[src/rtl/io_page_fail_pkg.sv]
// Shared KS10 bus flag decode for the IO page-fail logic.
// The flag bit positions live here once; consumers call the decode functions.
package io_page_fail_pkg;

    typedef logic [0:35] bus_addr_t;

    localparam int BUS_WRITE_BIT = 5;
    localparam int BUS_WRU_BIT   = 6;
    localparam int BUS_VECT_BIT  = 7;
    localparam int BUS_IO_BIT    = 8;

    function automatic logic bus_io(input bus_addr_t a);
        return a[BUS_IO_BIT];
    endfunction

    function automatic logic bus_write(input bus_addr_t a);
        return a[BUS_WRITE_BIT];
    endfunction

    function automatic logic bus_wru(input bus_addr_t a);
        return a[BUS_WRU_BIT];
    endfunction

    function automatic logic bus_vect(input bus_addr_t a);
        return a[BUS_VECT_BIT];
    endfunction

endpackage

[src/rtl/io_page_fail_sat_counter.sv]
// Increment-and-saturate register used for the diagnostic IO fault count.
// Holds at all-ones instead of wrapping.
module io_sat_counter #(
    parameter int W = 8
) (
    input  logic         clk,
    input  logic         rst,
    input  logic         inc,
    output logic [0:W-1] count
);

    always_ff @(posedge clk or posedge rst) begin
        if (rst) begin
            count <= '0;
        end else if (inc && (count != '1)) begin
            count <= count + 1'b1;
        end
    end

endmodule

[src/rtl/io_page_fail.sv]
// IO transaction watchdog: times each backplane IO cycle, latches the address of
// an unacknowledged transaction and raises a page-fail request until microcode clears it.
module io_page_fail
    import io_page_fail_pkg::*;
#(
    parameter int TIMEOUT = 12,
    parameter int CNTW    = 8
) (
    input  logic           clk,
    input  logic           rst,
    input  logic [0:35]    cpuADDRO,
    input  logic           cpuREQO,
    input  logic           cpuACKI,
    input  logic           ioBUSY,
    input  logic           ioWAIT,
    input  logic           pfCLR,
    output logic           ioPF,
    output logic [0:35]    pfADDR,
    output logic           pfWRITE,
    output logic [0:CNTW-1] pfCOUNT,
    output logic           ioSTALL
);

    typedef enum logic [1:0] {
        IDLE  = 2'd0,
        TIME  = 2'd1,
        DONE  = 2'd2,
        FAULT = 2'd3
    } state_t;

    state_t      state, state_nxt;
    logic [7:0]  tmo_cnt;
    bus_addr_t   cap_addr;
    logic        cap_write;
    logic        no_fault;
    logic        io_pf;
    bus_addr_t   pf_addr;
    logic        pf_write;

    logic        accept;
    logic        cnt_inc;
    logic        fault_evt;
    logic        clr_evt;

    always_ff @(posedge clk or posedge rst) begin
        if (rst) begin
            state <= IDLE;
        end else begin
            // NOTE: state registers use <= so every flop samples the pre-edge values together.
            state <= state_nxt;
        end
    end

    always_comb begin
        // NOTE: every output of this block gets a default first so no path infers a latch.
        state_nxt = state;
        accept    = 1'b0;
        cnt_inc   = 1'b0;
        fault_evt = 1'b0;
        clr_evt   = 1'b0;
        case (state)
            IDLE: begin
                if (ioBUSY && cpuREQO && bus_io(cpuADDRO) && !cpuACKI) begin
                    accept    = 1'b1;
                    state_nxt = TIME;
                end
            end
            TIME: begin
                // Ack wins over abandonment and over the timeout boundary.
                if (cpuACKI) begin
                    state_nxt = DONE;
                end else if (!ioBUSY) begin
                    state_nxt = IDLE;
                end else if (tmo_cnt == 8'(TIMEOUT)) begin
                    if (no_fault) begin
                        state_nxt = DONE;
                    end else begin
                        fault_evt = 1'b1;
                        state_nxt = FAULT;
                    end
                end else begin
                    cnt_inc = 1'b1;
                end
            end
            DONE: begin
                if (!ioBUSY) begin
                    state_nxt = IDLE;
                end
            end
            FAULT: begin
                if (pfCLR) begin
                    clr_evt   = 1'b1;
                    state_nxt = DONE;
                end
            end
            default: state_nxt = IDLE;
        endcase
    end

    always_ff @(posedge clk or posedge rst) begin
        if (rst) begin
            tmo_cnt   <= 8'd0;
            cap_addr  <= '0;
            cap_write <= 1'b0;
            no_fault  <= 1'b0;
            io_pf     <= 1'b0;
            pf_addr   <= '0;
            pf_write  <= 1'b0;
        end else begin
            if (accept) begin
                cap_addr  <= cpuADDRO;
                cap_write <= bus_write(cpuADDRO);
                no_fault  <= bus_wru(cpuADDRO) | bus_vect(cpuADDRO);
                tmo_cnt   <= 8'd1;
            end else if (cnt_inc) begin
                tmo_cnt <= tmo_cnt + 8'd1;
            end

            // pfADDR/pfWRITE survive a clear so microcode can still read them.
            if (fault_evt) begin
                io_pf    <= 1'b1;
                pf_addr  <= cap_addr;
                pf_write <= cap_write;
            end else if (clr_evt) begin
                io_pf <= 1'b0;
            end
        end
    end

    io_sat_counter #(
        .W (CNTW)
    ) u_fault_cnt (
        .clk   (clk),
        .rst   (rst),
        .inc   (fault_evt),
        .count (pfCOUNT)
    );

    assign ioPF    = io_pf;
    assign pfADDR  = pf_addr;
    assign pfWRITE = pf_write;
    assign ioSTALL = ((state == TIME) && !cpuACKI) || ioWAIT;

endmodule

[config.mk]
export PLATFORM = sky130hd
export DESIGN_NAME = io_page_fail
export DESIGN_NICKNAME = d
export VERILOG_FILES = /design/src/rtl/io_page_fail_pkg.sv /design/src/rtl/io_page_fail_sat_counter.sv /design/src/rtl/io_page_fail.sv
export SDC_FILE = /design/constraint.sdc
export NUM_CORES = 1
export LEC_CHECK = 0
export CORE_AREA = 2 2 86 88
export CTS_BUF_LIST = sky130_fd_sc_hd__clkbuf_4 sky130_fd_sc_hd__clkbuf_8
export DETAILED_ROUTE_END_ITERATION = 10
export DIE_AREA = 0 0 88 90
export GPL_ROUTABILITY_DRIVEN = 0
export PLACE_DENSITY = 0.86
export SLEW_MARGIN = 0
export SYNTH_ARGS = -nofsm -noshare
export SYNTH_HDL_FRONTEND = slang
export SYNTH_SLANG_ARGS = --single-unit
[constraint.sdc]
create_clock -name clk -period 6.2 [get_ports clk]
set_input_delay 1.86 -clock clk [delete_from_list [all_inputs] [get_ports clk]]
set_output_delay 1.86 -clock clk [all_outputs]
set_load 0.005 [all_outputs]
### Yosys cells after proc, flatten, opt, wreduce, memory -nomap -nowiden

Index checks and enable logic that the tools add are counted.

| word-level totals | value |
|---|---|
| bits in registers | 94 |
| input port bits | 43 |
| word-level logic and storage cells | 57 |

| operators by class | value |
|---|---|
| add/subtract/negate cells | 2 |
| equality and inequality tests | 9 |
| mux-type cells | 25 |
| bitwise gates (word level) | 1 |
| reductions and logical operators | 11 |

Operators by type and width:

| operator | number |
|---|---|
| $add A8 B1 Y8 const B | 2 |
| $mux W1 | 16 |
| $mux W8 | 2 |
| $mux W2 | 6 |
| $eq A8 B4 Y1 const B | 1 |
| $ne A8 B8 Y1 const B | 1 |
| $pmux W2 S4 | 1 |
| $ne A2 B2 Y1 const B | 3 |
| $logic_and A1 B1 Y1 | 5 |
| $eq A2 B2 Y1 const B | 2 |
| $ne A4 B4 Y1 const B | 1 |
| $reduce_and A4 Y1 | 1 |
| $reduce_bool A2 Y1 | 2 |
| $eq A2 B1 Y1 const B | 1 |
| $logic_not A2 Y1 | 1 |
| $logic_not A1 Y1 | 1 |
| $logic_or A1 B1 Y1 | 1 |
| $or A1 B1 Y1 | 1 |

### Logic depth before layout (Yosys ltp)

| depth | value |
|---|---|
| depth in word-level cells | 7 |
| gate-level depth with buffers | 8 |
| gate-level depth less buffers | 6 |

### Cells and area by module

Synthesis repeated with hierarchy kept, for this count alone.

| unflattened totals | value |
|---|---|
| cells, all modules | 338 |
| area, all modules | 3922.5 um^2 |

Modules (own cells, without submodules):

| module | times used | cells an instance | area an instance (um^2) | sequential area each (um^2) |
|---|---|---|---|---|
| io_page_fail | 1 | 300 | 3503.4 | 2102.0 |
| io_sat_counter | 1 | 38 | 419.2 | 200.2 |

### Least setup slack after synthesis

Ideal clock, no wire load.

| timing | value |
|---|---|
| kind | input-to-output |
| start point | input cpuACKI |
| end point | output ioSTALL |
| data arrival time | 2122 ps |
| required time | 4340 ps |
| path slack | 2218 ps |
| cell stages on the path | 2 |
| buffers on the path | 0 |
| cells stage by stage | inv_1 -> a31o_2 |

| on the way | value |
|---|---|
| word-level cells in the longest chain between the ends | 3 |

Ends and longest elaborated chain:

| item | RTL line | text |
|---|---|---|
| start: declaration | io_page_fail.sv:13 | `input logic cpuACKI,` |
| $logic_not A1 Y1 | io_page_fail.sv:142 | `assign ioSTALL = ((state == TIME) && !cpuACKI) \|\| ioWAIT;` |
| $logic_and A1 B1 Y1 | io_page_fail.sv:142 |  |
| $logic_or A1 B1 Y1 | io_page_fail.sv:142 |  |
| end: declaration | io_page_fail.sv:21 | `output logic ioSTALL` |

No other way between the ends.

### Worst setup path in the final report

Same ends and word-level chain as after synthesis.

==> summary.txt <==
Status
  – Status: finished, final reports clean

Timing
  – RSZ-0062 raised after global routing: false
  – Final Hold Fails: 0
  – Slew at the pin with the worst max-slew slack: 1.18 ns
  – Fin Setup TNS: 0 ns
  – Skew final: 0.00971 ns
  – Period utilization: 0.801
  – Slew margin rel.: 0.206
  – Final setup vio count: 0
  – F_max: 201 MHz
  – Minimum clock period: 4.96 ns
  – Max Slew Vio Count: 0

Layout
  – Fraction of layout cells with a size suffix above 1: 0.0780
  – Inserted Diodes: 0
  – Nets: 465
  – Area Overhead vs Synth: 29.7%
  – Final instance area: 4910 sq um
  – Fillers: 532

Clock tree
  – Total CTS buffers: 9
  – Clock sinks: 92
  – Clock-pin transition on the worst setup and hold timing paths: 0.08 ns
  – Hold buffer count at CTS: 0
  – Number of buffers inserted by post-CTS setup repair: 0
  – H-tree depth: 3
  – CTS tree: done
  – Post-CTS sizing: 0
  – Clock root buffer: clkbuf_8
  – Clk_lat worst skew: 0.35 ns
  – Clk buf depth: 2

Setup path
  – CP max FO: 4
  – Crit Path Category: primary input to output pin
  – CP Launch Type: primary input
  – Worst EP arrival: 3.10 ns
  – Crit end category: output pin
  – Worst endpoint required time: 4.34 ns

Yosys
  – Yosys cell types: 35
  – Leading area contributor after synthesis: dfrtp_1
  – Mux contribution to synthesized area: 0.118
  – Seq/Total Area, Yosys: 0.609
  – Commonest cells post-synth: nand2_1 (112), dfrtp_1 (92), mux2_1 (31)
  – EDFF count, synth: 0
  – Post-synthesis xor/xnor area fraction: 0.0208
  – Most common cell in the netlist: nand2_1
  – Share of the synthesized area in the top cell type: 0.609
  – Main area contributors after synthesis: dfrtp_1 (61%), nand2_1 (11%), mux2_1 (9.2%)
  – Synthesized flop and latch total: 92
  – Mean Syn Cell Area: 11.4 sq um
  – Largest family of logic cells by synthesized area: simple AND/OR/NAND/NOR gates
  – Synth Area in Compound Gates: 0.0334
  – Share of flip-flops with an asynchronous set or reset after synthesis: 1.00
  – Post-Synthesis Cells: 332
  – Synth Area in Simple Gates: 0.173
  – Yosys warns: 0
  – Ys flop type: dfrtp_1
  – Post-Synth Adder-Cell Area: 0.00992
  – Post-Syn Nets: 378
  – Mapped Area: 3780 sq um

Global route
  – Largest net degree at the start of global routing: 53
  – Grt ovf: 0
  – GRT Util Overall: 0.203
  – GRT met1 Usage: 0.274
  – Most used routing layer: met2
  – Met2 GRT Util: 0.326
  – First-pass GRT wire length: 12.6 mm
  – Vias in the first global route: 2642
  – M3 GR Usage: 0.0450
  – Initial antenna violation count: 0

Power and ir drop
  – Leakage: 2.43 nW
  – PwrDens: 292 nW/um^2
  – Peak supply drop: 283 uV

Place
  – Post-DP HPWL: 5.12 mm
  – Placed inst area: 4720 sq um
  – PortBufs: 89

Die
  – Die Ht: 90 um
  – Top-Level Pins: 90
  – Number of core rows: 31
  – DIE WIDTH: 88 um
  – Die ar.: 7920 sq um
  – CORE AREA: 7020 sq um
  – Initial core utilization: 0.539

Drt
  – DRT Pass-1 Iters: 5
  – Routed Antenna Nets: 0
  – Total number of vias: 2658
  – WL/cell: 14.1 um
  – DRT iter0 DRCs: 109
  – DRC errors left: 0
  – Vias/cell: 5.09
  – Final wirelength: 7.34 mm

Flow run
  – Max_cap viols: 0

Hold path
  – Worst hold path type: flip-flop to flip-flop
## stage by stage
step / worst slack, ns / hold WS, ns / power (mW) / std cells / util
final: 1.24 / 0.478 / 1.43 / 522 / 0.699
after global routing: 1.17 / 0.500 / 1.53 / 522 / 0.699
after CTS: 1.23 / 0.475 / 1.44 / 522 / 0.699
after detailed placement: 1.24 / 0.452 / 1.06 / 507 / 0.672
after global placement: 1.26 / 0.446 / 1.04 / 507 / 0.672
after floorplan: 1.95 / 0.430 / 0.981 / 332 / -
## cells by family (layout without fill, tap and decap cells)
logic type | count (synthesis) | in the layout
AOI/OAI and AO/OA | 17 | 17
DFF | 92 | 92
xor gates and xnor gates | 9 | 9
buffers and inverters | 23 | 114
muxes | 40 | 40
and+or+nand+nor | 148 | 148
adders and majority gates | 3 | 3
## power by group
part | internal [mW] | total (mW) | switching [mW]
Combinational | 0.113 | 0.227 | 0.114
Sequential | 0.736 | 0.823 | 0.0873
Clock | 0.187 | 0.381 | 0.194
Total | 1.04 | 1.43 | 0.395
## area by class of cell
type / instances / area (sq um) / area share
sequential: 92 / 2300 / 0.469
multi-input combinational: 217 / 1350 / 0.275
timing repair buffer: 93 / 921 / 0.188
clock buffer: 10 / 131 / 0.0268
tap: 99 / 124 / 0.0252
clock inverter: 5 / 53.8 / 0.0110
inverter: 6 / 23.8 / 0.00485
## per-layer routing
| layer | routed length [um] | up-vias |
|---|---|---|
| met5 | 0 | - |
| met4 | 72 | 0 |
| met3 | 306 | 6 |
| met2 | 3610 | 66 |
| met1 | 3350 | 1315 |
| li1 | - | 1271 |
## final timing paths
| kind | start | end | slack [ns] | depth (start not counted) |
|---|---|---|---|---|
| max reg2reg | tmo_cnt[0]$_DFFE_PP0P_ | pfADDR[5]$_DFFE_PP0P_ | 3.66 | 6 |
| min in group asynchronous | rst | cap_addr[0]$_DFFE_PP0P_ | 1.99 | 2 |
| min reg2reg | cap_addr[29]$_DFFE_PP0P_ | cap_addr[29]$_DFFE_PP0P_ | 0.48 | 2 |
| max | cpuACKI | ioSTALL | 1.24 | 4 |
| max in group asynchronous | rst | pfADDR[0]$_DFFE_PP0P_ | 3.19 | 3 |
| min | cap_addr[29]$_DFFE_PP0P_ | cap_addr[29]$_DFFE_PP0P_ | 0.48 | 2 |
## critical path: stages
cell and delay (ns):
clkdlybuf4s50_1 0.51, inv_1 0.06, a31o_2 0.23, clkdlybuf4s50_1 0.44
## state kept, by name, indices dropped and copies added, names as in the netlist
| signal | cells |
|---|---|
| no_fault | 1 |
| state | 2 |
| cap_addr | 36 |
| ioPF | 1 |
| u_fault_cnt.count | 8 |
| tmo_cnt | 8 |
| pfADDR | 36 |
## layout by cell type (no fill, tap or decap), types with 3 or more instances in the layout
| cell type | netlist | routed |
|---|---|---|
| a21oi_1 | 5 | 5 |
| and3_1 | 4 | 4 |
| and4_1 | 3 | 3 |
| buf_4 | 1 | 4 |
| clkbuf_8 | 0 | 9 |
| clkdlybuf4s50_1 | 0 | 89 |
| clkinv_2 | 0 | 4 |
| dfrtp_1 | 92 | 92 |
| ha_1 | 3 | 3 |
| inv_1 | 6 | 5 |
| mux2_1 | 31 | 31 |
| mux2_2 | 7 | 7 |
| nand2_1 | 112 | 112 |
| nand3_1 | 7 | 7 |
| nand4_1 | 4 | 4 |
| nor2_1 | 4 | 4 |
| o21ai_0 | 4 | 4 |
| or3_1 | 3 | 3 |
| xnor2_1 | 7 | 7 |
Power figures use the tool's default switching activity.
